**src/rtl/nkb2onehot_encoder.sv**
```systemverilog
// Two-stage valid/ready pipeline that turns an unsigned bit position into a one-hot {B,A} operand pair.
// Define ONEHOT_ENC_OVFCNT_EN to add o_ovf_cnt, a saturating count of overflow results handed downstream.
module nkb2onehot_encoder #(
    parameter int LEN   = 8,
    parameter int WIDTH = 4
) (
    input  logic             i_clk,
    input  logic             i_rst,
    input  logic             i_valid,
    output logic             o_ready,
    input  logic [WIDTH-1:0] i_y_nkb,
    output logic             o_valid,
    input  logic             i_ready,
    output logic [LEN-1:0]   o_a_oh,
    output logic [LEN-1:0]   o_b_oh,
    output logic             o_overflow,
    output logic             o_err
`ifdef ONEHOT_ENC_OVFCNT_EN
    ,
    output logic [7:0]       o_ovf_cnt
`endif
);

    localparam int OHW   = 2 * LEN;
    localparam int NEEDW = $clog2(OHW) + 1;
    localparam int CMPW  = (WIDTH > NEEDW) ? WIDTH : NEEDW;

    logic             s1_valid_q, s1_valid_d;
    logic [WIDTH-1:0] s1_pos_q, s1_pos_d;
    logic             out_valid_q, out_valid_d;
    logic [OHW-1:0]   oh_q, oh_d;
    logic             ovf_q, ovf_d;
    logic             err_q, err_d;
    logic             stall_q, stall_d;
    logic [WIDTH-1:0] prev_y_q, prev_y_d;

    logic             adv;
    logic             accept;
    logic             move;
    logic [CMPW-1:0]  pos_ext;
    logic [OHW-1:0]   oh_enc;
    logic             ovf_enc;

    assign adv     = !out_valid_q || i_ready;
    assign o_ready = !s1_valid_q || adv;
    assign accept  = i_valid && o_ready;
    assign move    = s1_valid_q && adv;

    // Position is widened before comparing so out-of-range values never alias onto a valid bit.
    always_comb begin
        pos_ext = CMPW'(s1_pos_q);
        ovf_enc = (pos_ext >= CMPW'(OHW));
        oh_enc  = '0;
        for (int i = 0; i < OHW; i++) begin
            oh_enc[i] = (pos_ext == CMPW'(i));
        end
    end

    always_comb begin
        s1_valid_d  = s1_valid_q;
        s1_pos_d    = s1_pos_q;
        out_valid_d = out_valid_q;
        oh_d        = oh_q;
        ovf_d       = ovf_q;

        if (accept) begin
            s1_valid_d = 1'b1;
            s1_pos_d   = i_y_nkb;
        end else if (move) begin
            s1_valid_d = 1'b0;
        end

        if (move) begin
            out_valid_d = 1'b1;
            oh_d        = oh_enc;
            ovf_d       = ovf_enc;
        end else if (adv) begin
            out_valid_d = 1'b0;
        end

        // A stalled offer must be held unchanged on the next cycle; anything else latches the sticky error.
        stall_d  = i_valid && !o_ready;
        prev_y_d = i_y_nkb;
        err_d    = err_q || (stall_q && (!i_valid || (i_y_nkb != prev_y_q)));
    end

    always_ff @(posedge i_clk) begin
        if (i_rst) begin
            s1_valid_q  <= 1'b0;
            s1_pos_q    <= '0;
            out_valid_q <= 1'b0;
            oh_q        <= '0;
            ovf_q       <= 1'b0;
            err_q       <= 1'b0;
            stall_q     <= 1'b0;
            prev_y_q    <= '0;
        end else begin
            s1_valid_q  <= s1_valid_d;
            s1_pos_q    <= s1_pos_d;
            out_valid_q <= out_valid_d;
            oh_q        <= oh_d;
            ovf_q       <= ovf_d;
            err_q       <= err_d;
            stall_q     <= stall_d;
            prev_y_q    <= prev_y_d;
        end
    end

`ifdef ONEHOT_ENC_OVFCNT_EN
    logic [7:0] ovf_cnt_q, ovf_cnt_d;

    always_comb begin
        ovf_cnt_d = ovf_cnt_q;
        if (out_valid_q && i_ready && ovf_q && (ovf_cnt_q != 8'hFF)) begin
            ovf_cnt_d = ovf_cnt_q + 8'd1;
        end
    end

    always_ff @(posedge i_clk) begin
        if (i_rst) begin
            ovf_cnt_q <= '0;
        end else begin
            ovf_cnt_q <= ovf_cnt_d;
        end
    end

    assign o_ovf_cnt = ovf_cnt_q;
`endif

    assign o_valid    = out_valid_q;
    assign o_a_oh     = oh_q[LEN-1:0];
    assign o_b_oh     = oh_q[OHW-1:LEN];
    assign o_overflow = ovf_q;
    assign o_err      = err_q;

endmodule

```
**config.mk**
```make
export PLATFORM = sky130hd
export DESIGN_NAME = nkb2onehot_encoder
export DESIGN_NICKNAME = d
export VERILOG_FILES = /design/src/rtl/nkb2onehot_encoder.sv
export SDC_FILE = /design/constraint.sdc
export NUM_CORES = 1
export LEC_CHECK = 0
export BUFFER_PORTS_ARGS = -buffer_cell sky130_fd_sc_hd__buf_2
export CORE_MARGIN = 4
export CORE_UTILIZATION = 40
export DETAILED_ROUTE_END_ITERATION = 16
export GPL_ROUTABILITY_DRIVEN = 0
export PLACE_DENSITY = 0.66
export SLEW_MARGIN = 15
export SYNTH_ARGS = -nofsm -noshare
export SYNTH_HDL_FRONTEND = slang
export SYNTH_SLANG_ARGS = --single-unit
```
**constraint.sdc**
```tcl
create_clock -name i_clk -period 1.2 [get_ports i_clk]
set_clock_uncertainty 0.05 [all_clocks]
set_input_delay 0.12 -clock i_clk [delete_from_list [all_inputs] [get_ports i_clk]]
set_output_delay 0.12 -clock i_clk [all_outputs]
set_load 0.05 [all_outputs]
```
==> results.sh <==
export IMPL_fp_dieArea_um2=3890
export IMPL_top_delay_family_on_crit_path="flip-flops"
export IMPL_peakVddDrop_uv=687.9
export IMPL_whs_endpoint="prev_y_q[1]"
export IMPL_cellLeakagePower_uw=0.0005693
export IMPL_maxSlewHeadroom=0.6454
export IMPL_rr_startpoint="o_valid"
export IMPL_worst_setup_path_end_kind="output port"
export IMPL_mapped_cells=128
export IMPL_cts_buffers_inserted=3
export IMPL_multi_input_area_um2=525.5
export IMPL_final_min_clock_period_ps=1243
export IMPL_synth_lib_cells_used_distinct=27
export IMPL_grt_first_pass_wirelength_um=4050
export IMPL_detail_route_drc_violations=0
export IMPL_worst_path_fanout_max=2
export IMPL_net_switching_power_uw=423.3
export IMPL_nets=166
export IMPL_worst_setup_path_start_kind="register"
export IMPL_coreArea_um2=2781
export IMPL_clockRootBuffer="sky130_fd_sc_hd__clkbuf_4"
export IMPL_r2r_end="oh_q[8]"
export IMPL_grt_setup_unrepaired="true"
export IMPL_routedWlPerCell_um=12.89
export IMPL_r2r_worst_path_cells=4
export IMPL_post_synth_mux_area_share=0
export IMPL_dr_first_iter_drc_count=29
export IMPL_post_route_cells_drive_above_1_share=0.3185
export IMPL_result_of_the_run="complete, but fails checks"
export IMPL_final_critical_path_setup_slack_ps=-43.14
export IMPL_cts_tree="yes"
export IMPL_worst_slew_pin_slew_ps=531.8
export IMPL_routed_via_density=5.340
export IMPL_cp_cell_sequence="and3b_4 -> inv_6 -> buf_8"
export IMPL_cell_internal_pwr_uw=1216
export IMPL_nFillCells=259
export IMPL_synth_xor_xnor_area_share=0.02963
export IMPL_synth_adder_area_share=0
export IMPL_synth_top_family_by_area="simple AND/OR/NAND/NOR gates"
export IMPL_finish_cell_count_without_fillers=188
export IMPL_yosysSeqAreaShare=0.4741
export IMPL_boundaryPins=28
export IMPL_remaining_global_route_overflow=0
export IMPL_synth_compound_area_share=0.1968
export IMPL_postSynthRegisterBits=28
export IMPL_finalSetupTns_ps=-43.14
export IMPL_insertion_delay_ps=320
export IMPL_post_dp_hpwl_um=1687
export IMPL_worst_setup_hold_path_clk_slew_ps=140
export IMPL_cts_htree_levels=1
export IMPL_synth_warn=0
export IMPL_min_period_over_period=1.036
export IMPL_die_width_um=62.37
export IMPL_cap_violations=0
export IMPL_violations="setup timing"
export IMPL_finalHoldViolCount=0
export IMPL_die_height_um=62.37
export IMPL_postRouteAntennaNets=0
export IMPL_worst_path_largest_cell_delay_ps=360
export IMPL_hold_path_startpoint="i_y_nkb[1]"
export IMPL_power_share_sequential=0.592
export IMPL_power_switching_share=0.2582
export IMPL_pwr_share_comb=0.130
export IMPL_crit_arrival_ps=1070
export IMPL_finalMaxSlewViolations=0
export IMPL_p_clk_frac=0.278
export IMPL_firstDrtPassIters=4
export IMPL_postRouteWirelength_um=2423
export IMPL_reg2reg_setup_slack_ps=20
export IMPL_timing_critical_path_required_ps=1030
export IMPL_timing_fmax_mhz=804.4
export IMPL_clock_sinks=28
export IMPL_cellPowerDensity_nw_per_um2=1154
export IMPL_crit_slowest_cell="sky130_fd_sc_hd__dfxtp_2"
export IMPL_vias_in_the_first_global_route=918
export IMPL_synth_area_per_cell_um2=9.237
export IMPL_detailed_place_area_um2=1295
export IMPL_io_buffers=26
export IMPL_finish_instance_area_um2=1421
export IMPL_cp_buffers_inverters=2
export IMPL_grt_antenna_before_repair=0
export IMPL_regArea_um2=563.0
export IMPL_final_hold_slack_ps=8.446
export IMPL_finalSetupViolations=1
export IMPL_area_fraction_in_and_or_nand_and_nor_cells_after_synthesis=0.2085
export IMPL_grt_total_usage=0.1244
export IMPL_post_synth_design_cell_area_um2=1182
export IMPL_grt_start_max_net_pins=29
export IMPL_dpl_cell_count=177
export IMPL_worstHoldPathCells=2
export IMPL_fp_row_count=19
export IMPL_effective_utilization_at_floorplan=0.4251
export IMPL_areaGrowthSynthToFinish_pct=20.21
export IMPL_antennaDiodeCount=0
export IMPL_clock_tree_buffer_depth=2
export IMPL_min_delay_path_class="in -> reg"
export IMPL_via_count=1004
export IMPL_syn_num_nets=136
export IMPL_path_type_of_the_worst_setup_path="reg -> out"
-- cells by family after synthesis --
| group | Yosys count |
|---|---|
| other | 1 |
| AND/OR/NAND/NOR | 39 |
| flip-flops | 28 |
| AO/OA/AOI/OAI | 43 |
| buffers and inverters | 13 |
| XOR/XNOR | 4 |
-- layout by cell type (no fill, tap or decap), drive strengths merged --
cell type and n:
nand2b 1, nor2b 5, nand3 4, a21oi 22, clkbuf 5, a211oi 1, and2 2, dlygate4sd3 3
nand4 16, nor3 3, and3b 1, o21ai 20, nor2 3, dfxtp 28, buf 31, inv 3
conb 1, xor2 4, and2b 4
-- registers in the layout, summed over array words and instances, names as in the netlist --
register / cells
s1_valid_q: 1
o_err: 1
s1_pos_q: 4
stall_q: 1
o_valid: 1
prev_y_q: 4
oh_q: 16
-- repair_timing --
action	in CTS	in global routing
setup buffers	4	0
resized for setup	5	5
endpoints found under the setup margin	1	7
pin swaps	1	0
hold buffers	3	0
hold endpoints to repair	3	0
-- cells in the mapped netlist (all sizes together) --
master	instances	area [µm²]
nor2	3	11.26
conb	1	3.750
buf	10	85.08
nor2b	5	31.28
a21oi	22	125.1
and2b	4	32.53
nand4	16	100.1
nor3	3	20.02
and2	2	12.51
inv	3	18.77
nand3	4	20.02
o21ai	20	100.1
xor2	4	35.03
nand2b	1	6.260
a211oi	1	7.510
dfxtp	28	560.5
and3b	1	12.51
-- worst reg2reg max path, stage by stage (launching register included) --
cell	delay [ps]
sky130_fd_sc_hd__dfxtp_2	350
sky130_fd_sc_hd__buf_4	130
sky130_fd_sc_hd__and2b_4	220
sky130_fd_sc_hd__o21ai_0	210
sky130_fd_sc_hd__a21oi_1	100
-- per-layer routing --
layer  part of all wire  wire length (µm)  track usage
met5                  0                 0            0
met4             0.0070                17      0.03979
met3              0.046               111      0.02698
met2               0.48              1171       0.2137
met1               0.46              1123       0.1535
-- area by class of cell --
cell class,instances,share of cell area
flip-flops and latches,28,0.3961
multi-input cells,87,0.3697
repair buffers,35,0.1664
well taps,31,0.02729
clock buffers,4,0.02553
inverters,3,0.01496
-- worst max-delay path by stage --
stage | depth (start not counted) | to | start | slack (ps)
after floorplan | 4 | s1_pos_q[1] | o_valid | 10
after global placement | 3 | o_ready | s1_valid_q | 160
after detailed placement | 4 | oh_q[10] | s1_valid_q | 150
after CTS | 3 | o_ready | o_valid | -50
after global routing | 3 | o_ready | s1_valid_q | -100
final | 3 | o_ready | o_valid | -40
-- through the flow --
stage,util,total power [µW],setup slack [ps]
floorplan,-,1143,14.84
global placement,0.4656,1176,164.1
detailed placement,0.4656,1181,149.7
CTS,0.5052,1644,-50.84
global route,0.5110,1712,-95.05
finish,0.5110,1640,-43.14
-- power groups by stage --
stage               Combinational [µW]  Sequential (µW)  Clock (µW)
floorplan                          128             1010           0
global placement                   184              992           0
detailed placement                 189              993           0
CTS                                208              971         465
global route                       231              975         506
finish                             213              971         456
Note: power is estimated with default switching activity, not from simulation.
